$ cat config.mk
export PLATFORM = sky130hd
export DESIGN_NAME = rom_writer
export DESIGN_NICKNAME = d
export VERILOG_FILES = /design/src/rtl/snes_loader_pkg.sv /design/src/rtl/rom_word_fifo.sv /design/src/rtl/rom_writer.sv
export SDC_FILE = /design/constraint.sdc
export NUM_CORES = 1
export LEC_CHECK = 0
export ABC_AREA = 1
export CORE_AREA = 2 2 184 186
export CTS_CLUSTER_SIZE = 24
export DETAILED_ROUTE_END_ITERATION = 16
export DIE_AREA = 0 0 186 188
export GPL_ROUTABILITY_DRIVEN = 0
export SYNTH_ARGS = -nofsm -noshare
export SYNTH_HDL_FRONTEND = slang
export SYNTH_SLANG_ARGS = --single-unit
$ cat constraint.sdc
create_clock -name wclk -period 5.25 [get_ports wclk]
set_input_delay 1.05 -clock wclk [delete_from_list [all_inputs] [get_ports wclk]]
set_output_delay 1.05 -clock wclk [all_outputs]
set_load 0.02 [all_outputs]
$ cat src/rtl/snes_loader_pkg.sv
// Shared types and constants for the SNES ROM loader: FSM states, header length and header field offsets.
package snes_loader_pkg;

  typedef enum logic [2:0] {
    ST_HEADER = 3'd0,
    ST_DATA   = 3'd1,
    ST_FLUSH  = 3'd2,
    ST_DRAIN  = 3'd3,
    ST_DONE   = 3'd4,
    ST_FAIL   = 3'd5
  } state_t;

  localparam int unsigned HDR_LEN_DEFAULT = 64;

  // Byte offsets of the captured header fields
  localparam int unsigned HDR_OFS_MAP = 0;
  localparam int unsigned HDR_OFS_ROM = 1;
  localparam int unsigned HDR_OFS_RAM = 2;

endpackage

$ cat src/rtl/rom_word_fifo.sv
// Synchronous word FIFO holding {word address, 16-bit data}; exposes head and head+1 so the
// consumer can present the next entry on the cycle after a pop.
module rom_word_fifo #(
  parameter int unsigned DEPTH = 4,
  parameter int unsigned WIDTH = 38
) (
  input  logic                     wclk,
  input  logic                     resetn,
  input  logic                     push,
  input  logic [WIDTH-1:0]         wdata,
  input  logic                     pop,
  output logic [WIDTH-1:0]         head_c,
  output logic [WIDTH-1:0]         next_c,
  output logic                     full,
  output logic                     empty,
  output logic [$clog2(DEPTH):0]   count
);

  localparam int unsigned PTR_W = $clog2(DEPTH);
  localparam int unsigned CNT_W = PTR_W + 1;

  logic [WIDTH-1:0] mem [DEPTH];
  logic [PTR_W-1:0] rd_ptr;
  logic [PTR_W-1:0] wr_ptr;
  logic             do_push;
  logic             do_pop;
  logic [CNT_W-1:0] count_d;

  // A push into a full FIFO is accepted only when a pop frees a slot in the same cycle
  assign do_pop  = pop && !empty;
  assign do_push = push && (!full || do_pop);
  assign count_d = count + CNT_W'(do_push) - CNT_W'(do_pop);

  assign head_c = mem[rd_ptr];
  assign next_c = mem[rd_ptr + PTR_W'(1)];

  always_ff @(posedge wclk) begin
    if (do_push) mem[wr_ptr] <= wdata;
  end

  always_ff @(posedge wclk or negedge resetn) begin
    if (!resetn) begin
      rd_ptr <= '0;
      wr_ptr <= '0;
      count  <= '0;
      full   <= 1'b0;
      empty  <= 1'b1;
    end else begin
      if (do_push) wr_ptr <= wr_ptr + PTR_W'(1);
      if (do_pop)  rd_ptr <= rd_ptr + PTR_W'(1);
      count <= count_d;
      full  <= (count_d == CNT_W'(DEPTH));
      empty <= (count_d == '0);
    end
  end

endmodule

$ cat src/rtl/rom_writer.sv
// Streams a loader byte stream into ROM memory: strips the header, packs bytes into 16-bit words
// and issues held write requests. Optional ROM_WRITER_CHECKSUM_EN adds a payload checksum port.
module rom_writer
  import snes_loader_pkg::*;
#(
  parameter int unsigned ADDR_W     = 23,
  parameter int unsigned FIFO_DEPTH = 4,
  parameter int unsigned HDR_LEN    = HDR_LEN_DEFAULT
) (
  input  logic              wclk,
  input  logic              resetn,
  input  logic [7:0]        din,
  input  logic              din_valid,
  input  logic              loading,
  input  logic              src_fail,
  output logic [ADDR_W-2:0] mem_addr,
  output logic [15:0]       mem_din,
  output logic              mem_we,
  input  logic              mem_ack,
  output logic [7:0]        map_ctrl,
  output logic [7:0]        rom_size,
  output logic [7:0]        ram_size,
  output logic [ADDR_W-1:0] rom_mask,
  output logic [23:0]       byte_cnt,
  output logic              done,
  output logic              fail
`ifdef ROM_WRITER_CHECKSUM_EN
  ,
  output logic [15:0]       checksum
`endif
);

  localparam int unsigned WADDR_W = ADDR_W - 1;
  localparam int unsigned WORD_W  = WADDR_W + 16;
  localparam int unsigned HC_W    = $clog2(HDR_LEN + 1);
  localparam int unsigned CNT_W   = $clog2(FIFO_DEPTH) + 1;

  state_t              state_q;
  state_t              state_d;
  logic [HC_W-1:0]     hdr_cnt;
  logic [7:0]          lo_byte;
  logic                loading_q;
  logic                loading_fall;
  logic                hdr_strobe;
  logic                pay_strobe;
  logic                push;
  logic [WORD_W-1:0]   push_data;
  logic                pop;
  logic                over_limit;
  logic [WADDR_W-1:0]  word_addr;
  logic [WORD_W-1:0]   fifo_head;
  logic [WORD_W-1:0]   fifo_next;
  logic                fifo_full;
  logic                fifo_empty;
  logic [CNT_W-1:0]    fifo_count;

  function automatic logic [ADDR_W-1:0] calc_mask(input logic [7:0] size);
    int unsigned sh;
    sh = 32'(size) + 32'd10;
    if (sh >= ADDR_W) return '1;
    return (ADDR_W'(1) << sh) - ADDR_W'(1);
  endfunction

  assign loading_fall = loading_q && !loading;
  assign pop          = mem_we && mem_ack;
  assign over_limit   = (32'(byte_cnt) > 32'(rom_mask));
  assign word_addr    = WADDR_W'(byte_cnt >> 1);

  rom_word_fifo #(
    .DEPTH (FIFO_DEPTH),
    .WIDTH (WORD_W)
  ) u_fifo (
    .wclk   (wclk),
    .resetn (resetn),
    .push   (push),
    .wdata  (push_data),
    .pop    (pop),
    .head_c (fifo_head),
    .next_c (fifo_next),
    .full   (fifo_full),
    .empty  (fifo_empty),
    .count  (fifo_count)
  );

  always_ff @(posedge wclk or negedge resetn) begin
    if (!resetn) state_q <= ST_HEADER;
    else         state_q <= state_d;
  end

  // Next state plus per-cycle header/payload/push strobes
  always_comb begin
    state_d    = state_q;
    hdr_strobe = 1'b0;
    pay_strobe = 1'b0;
    push       = 1'b0;
    push_data  = '0;
    case (state_q)
      ST_HEADER: begin
        if (loading_fall) begin
          state_d = ST_FAIL;
        end else if (din_valid) begin
          hdr_strobe = 1'b1;
          if (hdr_cnt == HC_W'(HDR_LEN - 1)) state_d = ST_DATA;
        end
      end
      ST_DATA: begin
        if (din_valid) begin
          if (over_limit) begin
            state_d = ST_FAIL;
          end else begin
            pay_strobe = 1'b1;
            if (byte_cnt[0]) begin
              push      = 1'b1;
              push_data = {word_addr, din, lo_byte};
            end
          end
        end
        // A byte still waiting for its partner after this cycle needs a padded flush
        if (loading_fall && state_d == ST_DATA)
          state_d = (byte_cnt[0] ^ pay_strobe) ? ST_FLUSH : ST_DRAIN;
      end
      ST_FLUSH: begin
        if (!fifo_full || pop) begin
          push      = 1'b1;
          push_data = {word_addr, 8'h00, lo_byte};
          state_d   = ST_DRAIN;
        end
      end
      ST_DRAIN: begin
        if (fifo_empty && !mem_we) state_d = ST_DONE;
      end
      ST_DONE, ST_FAIL: ;
      default: state_d = ST_FAIL;
    endcase
    if (push && fifo_full && !pop) state_d = ST_FAIL;
    if (src_fail && state_q != ST_DONE) state_d = ST_FAIL;
  end

  always_ff @(posedge wclk or negedge resetn) begin
    if (!resetn) begin
      loading_q <= 1'b0;
      hdr_cnt   <= '0;
      lo_byte   <= '0;
      map_ctrl  <= '0;
      rom_size  <= '0;
      ram_size  <= '0;
      rom_mask  <= '0;
      byte_cnt  <= '0;
      done      <= 1'b0;
      fail      <= 1'b0;
    end else begin
      loading_q <= loading;
      if (hdr_strobe) begin
        hdr_cnt <= hdr_cnt + HC_W'(1);
        if (hdr_cnt == HC_W'(HDR_OFS_MAP)) map_ctrl <= din;
        if (hdr_cnt == HC_W'(HDR_OFS_ROM)) begin
          rom_size <= din;
          rom_mask <= calc_mask(din);
        end
        if (hdr_cnt == HC_W'(HDR_OFS_RAM)) ram_size <= din;
      end
      if (pay_strobe) begin
        byte_cnt <= byte_cnt + 24'd1;
        if (!byte_cnt[0]) lo_byte <= din;
      end
      if (state_d == ST_DONE) done <= 1'b1;
      if (state_d == ST_FAIL) fail <= 1'b1;
    end
  end

  // Write request: entries stay in the FIFO until acknowledged; the following entry is loaded on the ack
  always_ff @(posedge wclk or negedge resetn) begin
    if (!resetn) begin
      mem_we   <= 1'b0;
      mem_addr <= '0;
      mem_din  <= '0;
    end else if (mem_we) begin
      if (mem_ack) begin
        if (state_q != ST_FAIL && fifo_count >= CNT_W'(2)) begin
          mem_addr <= fifo_next[WORD_W-1:16];
          mem_din  <= fifo_next[15:0];
        end else begin
          mem_we <= 1'b0;
        end
      end
    end else if (!fifo_empty && state_q != ST_FAIL) begin
      mem_we   <= 1'b1;
      mem_addr <= fifo_head[WORD_W-1:16];
      mem_din  <= fifo_head[15:0];
    end
  end

`ifdef ROM_WRITER_CHECKSUM_EN
  // Wrapping sum of accepted payload bytes; the flush pad is never summed
  always_ff @(posedge wclk or negedge resetn) begin
    if (!resetn)         checksum <= '0;
    else if (pay_strobe) checksum <= checksum + 16'(din);
  end
`endif

endmodule

[Word level (Yosys, flattened, before mapping)]
Memories as Yosys holds them, arrays and structs flattened.
Index checks and enable logic that the tools add are counted.
Storage, ports and cells
  word-level logic and storage cells: 127
  memories: 1
  RAM bits: 152
  flip-flop bits (word level): 140
  output and inout port bits: 112
Operators by class
  $lt $le $gt $ge: 3
  reductions and logical operators: 28
  equality and inequality tests: 16
  add/sub/neg operators: 8
  bitwise gates (word level): 2
  muxes and demuxes: 49
  shifts and indexed selects: 1
Memories
  u_fifo.mem: words 4, bits a word 38, read ports 2, clocked after Yosys merged registers in 0, wr ports 1, line rom_word_fifo.sv:22  | logic [WIDTH-1:0] mem [DEPTH];
Operator list (number)
  38-bit two-way mux: 4
  22-bit two-way mux: 4
  38-bit case mux with 2 select lines: 1
  16-bit two-way mux: 4
  23-bit two-way mux: 2
  3-bit two-way mux: 11
  24-bit by 1-bit adder with 24-bit output, second input constant: 1
  24-bit by 23-bit > comparator with 1-bit output: 1
  1-bit by 9-bit left shift with 23-bit output, first input constant: 1
  23-bit by 2-bit subtractor with 23-bit output, second input constant: 1
  1-bit two-way mux: 21
  3-bit == test, second input constant: 5
  3-bit case mux with 5 select lines: 1
  1-bit logical AND: 11
  8-bit by 4-bit adder with 9-bit output, second input constant: 1
  9-bit by 5-bit greater-or-equal comparator with 1-bit output, second input constant: 1
  2-bit AND reduction: 4
  7-bit by 1-bit adder with 7-bit output, second input constant: 1
  7-bit by 1-bit == test with 1-bit output, second input constant: 1
  7-bit by 2-bit == test with 1-bit output, second input constant: 1
  7-bit by 6-bit == test with 1-bit output, second input constant: 1
  7-bit logical NOT: 1
  3-bit by 1-bit == test with 1-bit output, second input constant: 2
  3-bit by 2-bit == test with 1-bit output, second input constant: 2
  15 further kinds: 24

[Longest topological paths before layout]
Gate-level depths: netlist of the first run.
  depth in word-level cells: 11
  depth in mapped cells: 22
  depth with buffers taken out: 21

[Cells and area by module]
From an unflattened synthesis of the first run, not the netlist that was laid out.
Second synthesis, totals
  cell total of the unflattened synthesis: 1654
  area, all modules: 15023.2 µm²
Modules (own cells, without submodules)
  rom_writer: times used 1, seq. area each 3278.1 µm², area each 7607.3 µm², cells each 934
  rom_word_fifo: times used 1, seq. area each 4790.8 µm², area each 7415.9 µm², cells each 720

[Worst setup path after synthesis of the first run]
Ideal clock, no wire load.
  path kind: reg2reg
  start point: reg rom_mask[22]
  end point: mem u_fifo.mem[0][0], enable pin
  library setup time: 0.433 ns
  required time: 4.817 ns
  arrival time: 3.464 ns
  stages on the path, launching flop included: 12
  path slack: 1.352 ns
  period minus slack after synthesis: 3.898 ns
  path buffers: 0
  path through: dfrtp_1 -> inv_1 -> ha_1 -> nand4_1 -> or2_2 -> nor3_2 -> nand2_1 -> nand2_1 -> nand4_1 -> nand2_1 -> nand2_1 -> nor2_1
On the way
  word-level cells in the longest chain between the ends: 7
RTL lines
  start, declared: line rom_writer.sv:23  | output logic [ADDR_W-1:0] rom_mask,
  start signal, assigned: line rom_writer.sv:158  | rom_mask <= calc_mask(din);
  24-bit by 23-bit > comparator with 1-bit output: line rom_writer.sv:66  | assign over_limit = (32'(byte_cnt) > 32'(rom_mask));
  1-bit two-way mux: line rom_writer.sv:108  | if (over_limit) begin
  1-bit two-way mux: line rom_writer.sv:107  | if (din_valid) begin
  1-bit case mux with 2 select lines: line rom_writer.sv:97  | case (state_q)
  1-bit logical AND: line rom_word_fifo.sv:31  | assign do_push = push && (!full || do_pop);
  1-bit two-way mux: line rom_word_fifo.sv:38  | if (do_push) mem[wr_ptr] <= wdata;
  1-bit two-way mux (not written as such): line rom_word_fifo.sv:38
  end, declared: line rom_word_fifo.sv:22
Every way passes these cells.

[Worst setup path after layout of the first run]
  start point: reg byte_cnt[0]
  end point: reg u_fifo.full
On the way
  word-level cells in the longest chain between the ends: 8
  elaborated cells between the ends (all ways): 9
  those cells by class: add/sub: 2; order compare: 1; eq/ne: 1; mux: 4; reduce/logical: 1
RTL lines
  start, declared: line rom_writer.sv:24  | output logic [23:0] byte_cnt,
  start signal, assigned: line rom_writer.sv:163  | byte_cnt <= byte_cnt + 24'd1;
  24-bit by 23-bit > comparator with 1-bit output / 1-bit two-way mux (equally long branches): line rom_writer.sv:66, rom_writer.sv:112
  1-bit two-way mux *: line rom_writer.sv:108
  1-bit two-way mux *: line rom_writer.sv:107
  1-bit case mux with 2 select lines *: line rom_writer.sv:97
  1-bit logical AND *: line rom_word_fifo.sv:31
  via u_fifo.do_push: line rom_word_fifo.sv:25  | logic do_push;
  3-bit by 1-bit adder with 3-bit output *: line rom_word_fifo.sv:32  | assign count_d = count + CNT_W'(do_push) - CNT_W'(do_pop);
  3-bit by 1-bit subtractor with 3-bit output *: line rom_word_fifo.sv:32
  via u_fifo.count_d[2]: line rom_word_fifo.sv:27  | logic [CNT_W-1:0] count_d;
  3-bit == test *: line rom_word_fifo.sv:52  | full <= (count_d == CNT_W'(DEPTH));
  end signal, assigned: line rom_word_fifo.sv:52
  end, declared: line rom_word_fifo.sv:14  | output logic full,
Mark *: on every way through the listed nets, which the timed path passes. The rest lies on a longest branch.
A chain may end at the register's enable or synchronous reset.

==> flow_summary.yaml, run 1 <==
outcome:
  status: "finished clean"
synth:
  synthTopCellsByArea: "edfxtp_1, dfrtp_1, nand2_1"
  synthesis.area_um2: 14700
  ys_types: 50
  synth-seq-cells: 292
  ys_dominant_reg_cell: "edfxtp_1"
  synth_top_area_share_pct: 31.1
  avgSynthCellArea_um2: 9.05
  yosys.area.top_type: "edfxtp_1"
  synth_cells: 1623
  synth_enable_flop_cells: 152
  syn_nets: 1676
  synthTopCellsByCount: "nand2_1, o21ai_0, nor2_1"
  yosys_warnings: 0
  async_flop_share_pct: 47.9
  synth_most_common_cell: "nand2_1"
  ys_seq_area_share_pct: 54.9
setup_path:
  r2r_end: "u_fifo.full"
  r2r.worst_path.cells: 19
  critPathRequiredTime_ns: 5.67
  r2r_start: "byte_cnt[0]"
  cp_max_fo: 11
  end_kind: "register"
  reg2reg_slack_ns: 1.46
  worst_ep_arrival_time_ns: 4.21
  worst_setup_path_start_kind: "register"
  critPathKind: "register to register"
cells_and_area:
  final_util_pct: 52.9
  drive_above_1_share_pct: 7.31
  fillCellCount: 2977
  multiInputGateArea_um2: 5710
  seq_area_um2: 8070
  fin_nets: 1779
  diodes: 0
  area_growth_pct: 19.2
  stdcell_area_um2: 17500
sta:
  finalMaxSlewViolations: 0
  rsz0062_at_grt: "false"
  tns_ns: 0
  hold_viol: 0
  worstMarginPinSlew_ns: 1.04
  final.setup_skew_ns: 0.0159
  fmax_mhz: 264
  holdWs_ns: 0.475
  finalCritPeriodShare_pct: 72.1
  setup_viol: 0
  max_slew_margin_pct: 30.3
  fin_crit_ns: 3.79
power:
  power_density_nw_per_um2: 392
  finalPower_mw: 6.88
  p_leak_nw: 7.18
  ir_drop_mv: 0.228
global_routing:
  grt_start_max_net_pins: 97
  grt_use_total_pct: 23.9
  grt_pass1_wl_mm: 64.4
  antenna_found_initial: 0
  grt_pass1_vias: 11685
  grt_overflow: 0
clocking:
  cts_tree: "built"
  post_cts_resized: 0
  cts_setup_buffers: 0
  cts_buffers: 34
  ctsHoldBuffers: 0
  clock-root-buffer: "clkbuf_16"
  worstSkewPairLatency_ns: 0.52
  path_clk_slew_ns: 0.06
  htree_levels: 2
  clock_path_buffers: 3
  clkSinkCount: 292
floorplan:
  row_count: 67
  die_h_um: 188
  die-area_um2: 35000
  initial_core_util_pct: 44.4
  coreArea_um2: 33100
  io_pins: 126
  fp.dieW_um: 186
detailed_routing:
  drc: 0
  vias_per_cell: 5.51
  drt_iter0_drc: 928
  wl_mm: 41.3
  wl_per_cell_um: 18.8
  ant_nets: 0
  vias: 12108
  first_pass_iters: 5
placed_design:
  place_hpwl_mm: 27.3
  port_buffers: 125
  place_area_um2: 16400
min_path:
  min-delay-start: "fail"
  worstHoldPathCells: 2
  min_path_type: "register to register"
  whs_endpoint: "fail"
run:
  cap_viol_max_count: 0
==> metal layers <==
| layer | track usage (%) | vias to the layer above | wire [um] |
|---|---|---|---|
| li1 | - | 5735 | - |
| met1 | 32.6 | 5821 | 17800 |
| met2 | 39.0 | 474 | 19600 |
| met3 | 3.83 | 78 | 2670 |
| met4 | 7.93 | 0 | 1160 |
| met5 | 0 | - | 0 |
==> kinds of logic (layout without fill, tap and decap cells) <==
kind of cell	after synthesis	count (layout)	synth area share, %
compound gates	388	388	14.9
simple gates	629	629	18.7
fa+ha+maj	39	39	3.37
buf+inv	248	376	6.59
flops	292	292	54.9
xor+xnor	27	27	1.61
==> registers in the layout, summed over array words and instances, names as in the netlist, 2 cells and up <==
name	flops
byte_cnt	24
hdr_cnt	7
lo_byte	8
map_ctrl	8
mem_addr	22
mem_din	16
ram_size	8
rom_mask	23
rom_size	8
state_q	3
u_fifo.count	3
u_fifo.mem	152
u_fifo.rd_ptr	2
u_fifo.wr_ptr	2
==> final cells by class <==
| type | instances | share of cell area [%] |
|---|---|---|
| clock inverters | 17 | 0.971 |
| inverters | 167 | 3.59 |
| well taps | 448 | 3.20 |
| flip-flops and latches | 292 | 46.1 |
| clock buffers | 44 | 5.43 |
| repair buffers | 148 | 8.13 |
| multi-input cells | 1083 | 32.6 |
==> power by group <==
part / leakage (nW) / switching (mW) / total (mW) / internal, mW
logic: 3.66 / 1.25 / 1.90 / 0.652
clock network: 0.542 / 0.929 / 2.36 / 1.43
registers: 2.98 / 0.0734 / 2.61 / 2.54
==> how the worst max path moves through the flow <==
| stage | startpoint | to | slack, ns | cells past startpoint |
|---|---|---|---|---|
| floorplan | rom_mask[22] | u_fifo.mem[0][0] | 1.35 | 11 |
| global placement | din[1] | rom_mask[6] | 1.24 | 22 |
| detailed placement | din[1] | rom_mask[8] | 1.16 | 22 |
| CTS | byte_cnt[0] | u_fifo.full | 1.43 | 19 |
| global route | byte_cnt[0] | u_fifo.full | 1.16 | 19 |
| finish | byte_cnt[0] | u_fifo.full | 1.46 | 19 |
==> placed cells by master (no fill, tap or decap), drive strengths merged <==
cell,instances
dfstp,1
o22ai,14
o211ai,18
a221oi,9
a2111oi,1
a31o,8
a22oi,4
or2,2
clkinvlp,3
nor3b,2
nor4,8
o221ai,19
o21a,1
clkinv,14
inv,164
nand3,59
nand4,31
o21ai,213
xor2,24
dfrtp,139
nor2,211
xnor2,3
o31ai,3
o2111ai,2
o311ai,1
clkdlybuf4s50,124
o32ai,1
a21oi,92
nor3,21
edfxtp,152
ha,38
o21bai,1
buf,24
bufinv,3
nand2,295
clkbuf,44
fa,1
a211oi,1
==> through the flow <==
stage | worst slack (ns) | std cells
floorplan | 1.35 | 1623
global placement | 1.24 | 2138
detailed placement | 1.16 | 2138
CTS | 1.43 | 2199
global route | 1.16 | 2199
finish | 1.46 | 2199
==> critical path, cell delays in order (launching register included) <==
cell      delay, ns
dfrtp_1        0.52
inv_1          0.17
ha_1           0.21
inv_1          0.05
a21oi_1        0.05
o21ai_0        0.14
nand2_1        0.07
o211ai_1       0.15
nand2_1        0.09
nand3_1        0.09
nand2_1        0.09
nand4_1        0.08
buf_4          0.25
nand2_1        0.13
nand2_1        0.37
inv_1          0.16
ha_1           0.24
fa_1           0.37
xnor2_1        0.24
nor3b_1        0.22
No activity file was read; power rests on OpenSTA's default activity.
==> run 2, diff against run 1 <==
PLACE_DENSITY = 0.67   (was unset)
clock period = 3.05 ns   (was 5.25 ns; I/O delays follow)
==> run 2 against run 1 <==
Combinational power up 78%; register-to-register slack worse by 1.3 ns; flip-flop and latch count unchanged; utilization up 2.3 points.
==> flow_summary.yaml, run 2 (synthesis gave the netlist of run 1 again) <==
sta:
  finalCritPeriodShare_pct: 93.7
  worstMarginPinSlew_ns: 0.738
  rsz0062_at_grt: "true"
  setup_viol: 0
  final.setup_skew_ns: 0.0315
  fmax_mhz: 350
  hold_viol: 0
  fin_crit_ns: 2.86
  max_slew_margin_pct: 50.2
  finalMaxSlewViolations: 0
clocking:
  clock_path_buffers: 3
  clkSinkCount: 292
  worstSkewPairLatency_ns: 0.52
  cts_buffers: 34
  clock-root-buffer: "clkbuf_16"
  ctsHoldBuffers: 0
  cts_tree: "built"
  path_clk_slew_ns: 0.06
  htree_levels: 2
power:
  power_density_nw_per_um2: 664
  switchingPower_mw: 3.93
  ir_drop_mv: 0.344
  p_leak_nw: 7.59
  p_clk_share_pct: 34.7
  finalPower_mw: 12.1
  p_int_mw: 8.21
  switching_share_pct: 32.4
  power_frac_seq_pct: 37.3
  combinationalPowerShare_pct: 28.0
cells_and_area:
  fin_nets: 1846
  reg.largest.list: "u_fifo.mem: 152 flops, byte_cnt: 24 flops, rom_mask: 23 flops"
  instances_no_fill: 2267
  layout_commonest_cell: "nand2_1"
  drive_above_1_share_pct: 11.5
  area_growth_pct: 24.3
  final_cell_mix: "nand2_1, o21ai_0, nor2_1"
  largest_register_ffs: 152
  diodes: 0
  regMostFlops: "u_fifo.mem"
setup_path:
  critPathRequiredTime_ns: 3.47
  cp_slowest_stage_delay_ns: 0.47
  worst_ep_arrival_time_ns: 3.27
  cp_slowest_cell: "fa_2"
  end_kind: "register"
  worstPathCellList: "inv_1, ha_1, nand2_1, inv_1, o21ai_1, a21oi_1, o21ai_0, nand3_1, nand2_1, nand4_1, nand2_2, nand2_1, inv_1, ha_1, fa_2, nor3_1"
  critPathKind: "register to register"
  worst_setup_path_start_kind: "register"
  cp_max_fo: 3
detailed_routing:
  wl_mm: 41.3
  vias_per_cell: 5.47
  first_pass_iters: 6
  drc: 0
  ant_nets: 0
  vias: 12398
  drt_iter0_drc: 1178
  wl_per_cell_um: 18.2
placed_design:
  port_buffers: 125
  placedCellCount: 2201
  place_hpwl_mm: 28.1
floorplan:
  die-area_um2: 35000
  coreArea_um2: 33100
  die_h_um: 188
  initial_core_util_pct: 44.4
  row_count: 67
  io_pins: 126
  fp.dieW_um: 186
global_routing:
  grt_start_max_net_pins: 77
  grt_overflow: 0
  grt_pass1_vias: 12088
  antenna_found_initial: 0
  grt_use_total_pct: 23.9
  grt_pass1_wl_mm: 65.0
min_path:
  min_path_type: "input port to asynchronous set/reset pin"
outcome:
  status: "finished clean"
run:
  cap_viol_max_count: 0
## run 2: changes by cell type in the layout (fill, tap and decap cells not counted), moves of 2 or more
cell and delta:
clkbuf_8 +2, clkbuf_1 -4, ha_1 -3, clkinvlp_4 +2, o21ai_1 +2, clkinv_1 -4, buf_12 +9, buf_4 +58
ha_4 +3, o21ai_0 -2
## run 2: repair_timing
action	CTS	global route
setup endpoints to repair	1	6
gates cloned	0	0
resized for setup	1	10
pin swaps	0	2
buffers inserted	0	4
## run 2: layout make-up
| cell class | count | area (um2) |
|---|---|---|
| multi-input cells | 1083 | 5770 |
| well taps | 448 | 561 |
| fillers | 2863 | 14800 |
| inverters | 167 | 627 |
| clock buffers | 42 | 965 |
| flip-flops and latches | 292 | 8070 |
| clock inverters | 20 | 230 |
| repair buffers | 215 | 2040 |
## run 2: critical path, delay by kind of cell, from the launching register on
family,cells,cell delay (ns)
and+or+nand+nor,7,0.81
DFF,1,0.39
adders and majority gates,3,0.95
buffers and inverters,3,0.20
AOI/OAI and AO/OA,3,0.43
## run 2: stage by stage
step	util, %	setup TNS (ns)	area [um2]	setup slack (ns)	hold WS, ns
floorplan	-	-40.21	14700	-0.264	0.314
global placement	51.3	0	17000	0.0150	0.449
detailed placement	51.3	-0.332	17000	-0.0643	0.477
CTS	54.9	0	18200	0.0158	0.149
global route	55.2	-0.0661	18300	-0.0529	0.166
finish	55.2	0	18300	0.192	0.119
## run 2: power by group through the flow
stage               Clock, mW  Combinational (mW)  Sequential [mW]
global placement            0                3.21             4.60
detailed placement          0                3.32             4.61
global route             4.46                3.74             4.56
CTS                      4.28                3.36             4.54
floorplan                   0                1.87             4.83
finish                   4.22                3.39             4.53
## run 2: path summary, 6_finish.rpt
kind,from,to,slack (ns),cells after the start
max in group asynchronous,resetn,u_fifo.empty,2.12,2
min,resetn,mem_din[10],0.12,1
max,rom_mask[9],u_fifo.empty,0.19,16
min reg2reg,fail,fail,0.48,2
min in group wclk,fail,fail,0.48,2
max reg2reg,rom_mask[9],u_fifo.empty,0.19,16
## run 2: per-layer routing
metal  routed length [um]  vias up  GRT usage (%)
li1                     -     5877              -
met1                16900     5861           31.8
met2                19600      578           39.4
met3                 3660       82           3.98
met4                 1180        0           8.33
met5                    0        -              0
==> run 3, diff against run 2 <==
CTS_CLUSTER_DIAMETER = 100   (was unset)
RECOVER_POWER = 50   (was unset)
==> run 3 against run 2 <==
The run now ends with capacitance limit, slew limit left; clock power down 43%; utilization down 2.2 points; via count down 1.2%; flip-flop and latch count unchanged; global-route usage down 0.31 points; combinational power down 3%; sequential share of layout area up 1.8 points; setup slack better by 0.012 ns; first-iteration DRC count down 0.17%; hold slack better by 0.36 ns; largest power group unchanged.
==> flow_summary.yaml, run 3 (synthesis gave the netlist of run 1 again) <==
clocking:
  ctsHoldBuffers: 0
  htree_levels: 1
  cts_buffers: 16
  worstSkewPairLatency_ns: 0.51
  clock-root-buffer: "clkbuf_16"
  cts_tree: "built"
  path_clk_slew_ns: 0.10
  clkSinkCount: 292
  clock_path_buffers: 3
detailed_routing:
  wl_per_cell_um: 18.4
  drc: 0
  wl_mm: 41.0
  first_pass_iters: 6
  vias: 12253
  vias_per_cell: 5.48
  drt_iter0_drc: 1176
  ant_nets: 0
min_path:
  min_path_type: "register to register"
  worstHoldPathCells: 2
cells_and_area:
  largest_register_ffs: 152
  fin_nets: 1830
  drive_above_1_share_pct: 9.29
  regMostFlops: "u_fifo.mem"
  final_cell_mix: "nand2_1, o21ai_0, nor2_1"
  layout_commonest_cell: "nand2_1"
  area_growth_pct: 19.3
  diodes: 0
  reg.largest.list: "u_fifo.mem: 152 flops, byte_cnt: 24 flops, rom_mask: 23 flops"
global_routing:
  antenna_found_initial: 0
  grt_pass1_wl_mm: 64.2
  grt_start_max_net_pins: 77
  grt_pass1_vias: 11832
  grt_overflow: 0
  grt_use_total_pct: 23.6
power:
  power_density_nw_per_um2: 582
  ir_drop_mv: 0.406
  p_leak_nw: 7.27
sta:
  final.setup_skew_ns: 0.0128
  tns_ns: 0
  hold_viol: 0
  worstMarginPinSlew_ns: 1.92
  finalMaxSlewViolations: 66
  holdWs_ns: 0.483
  fin_crit_ns: 2.85
  finalCritPeriodShare_pct: 93.3
  setup_viol: 0
  fmax_mhz: 351
  max_slew_margin_pct: -27.8
floorplan:
  die_h_um: 188
  io_pins: 126
  initial_core_util_pct: 44.4
  fp.dieW_um: 186
  die-area_um2: 35000
  coreArea_um2: 33100
  row_count: 67
setup_path:
  critPathMostFrequentCell: "clkbuf_2"
  critPathKind: "register to register"
  worstPathCellList: "clkbuf_2, nor2_2, clkbuf_2, nor2_1, buf_4, nand2_1, nand3_1, o211ai_1, o21ai_0"
  cpLargestDelayFamily: "buffers and inverters"
  cp.depth: 9
  critPathRequiredTime_ns: 3.42
  cp_max_fo: 31
  r2r.worst_path.cells: 9
  end_kind: "register"
  cp_num_buf_inv: 3
  cp_slowest_cell: "clkbuf_2"
  cp_slowest_stage_delay_ns: 0.72
  worst_setup_path_start_kind: "register"
  worst_ep_arrival_time_ns: 3.22
run:
  cap_viol_max_count: 1
placed_design:
  port_buffers: 125
  place_hpwl_mm: 28.1
outcome:
  status: "finished with violations"
  failed_checks: "capacitance limit, slew limit"
[run 3: changes by cell type in the layout (fill, tap and decap cells not counted), sizes merged]
cell / delta
buf: -10
clkinvlp: -5
inv: +2
dlygate4sd3: +113
clkdlybuf4s50: -113
bufinv: -3
clkbuf: -6
clkinv: -11
[run 3: area by class of cell]
type | count | area, um2
multi-input cells | 1083 | 5750
well taps | 448 | 561
clock buffers | 24 | 452
repair buffers | 217 | 2020
clock inverters | 3 | 50.0
inverters | 167 | 627
fillers | 2951 | 15600
flip-flops and latches | 292 | 8070
[run 3: power breakdown]
| group | switching (mW) | internal [mW] | total [mW] |
|---|---|---|---|
| logic | 2.16 | 1.13 | 3.29 |
| clock network | 1.27 | 1.14 | 2.41 |
| registers | 0.146 | 4.36 | 4.51 |
| total | 3.57 | 6.63 | 10.2 |
[run 3: worst paths after layout]
path / from / endpoint / slack (ns)
max in group asynchronous: resetn / mem_din[14] / 1.03
min in group asynchronous: resetn / mem_din[10] / 0.61
min reg2reg: fail / fail / 0.48
max: u_fifo.rd_ptr[1] / mem_addr[20] / 0.20
min: fail / fail / 0.48
max reg2reg: u_fifo.rd_ptr[1] / mem_addr[20] / 0.20
[run 3: routing by layer]
| layer | track usage, % | routed length, um |
|---|---|---|
| met1 | 31.6 | 17100 |
| met2 | 39.4 | 19700 |
| met4 | 7.33 | 1080 |
| met5 | 0 | 0 |
| met3 | 3.52 | 3230 |
[run 3: metrics by stage]
stage          instance area, um2  power, mW  util, %  worst slack (ns)  cells
2_1_floorplan               14700       6.69        -            -0.264   1623
3_3_place_gp                17000       7.82     51.3            0.0150   2201
3_5_place_dp                17000       7.93     51.3           -0.0643   2201
4_1_cts                     17500       10.3     52.8            0.0169   2228
5_1_grt                     17500       10.8     52.9           -0.0259   2234
6_report                    17500       10.2     52.9             0.204   2234
[run 3: worst reg2reg max path: stages (launching register included)]
cell,delay [ns]
dfrtp_1,0.43
clkbuf_2,0.45
nor2_2,0.23
clkbuf_2,0.72
nor2_1,0.14
buf_4,0.25
nand2_1,0.08
nand3_1,0.06
o211ai_1,0.20
o21ai_0,0.14
[run 3: what timing repair did]
| action | CTS | global route |
|---|---|---|
| setup buffers | 0 | 6 |
| setup endpoints to repair | 0 | 7 |
| gates resized for setup | 0 | 13 |
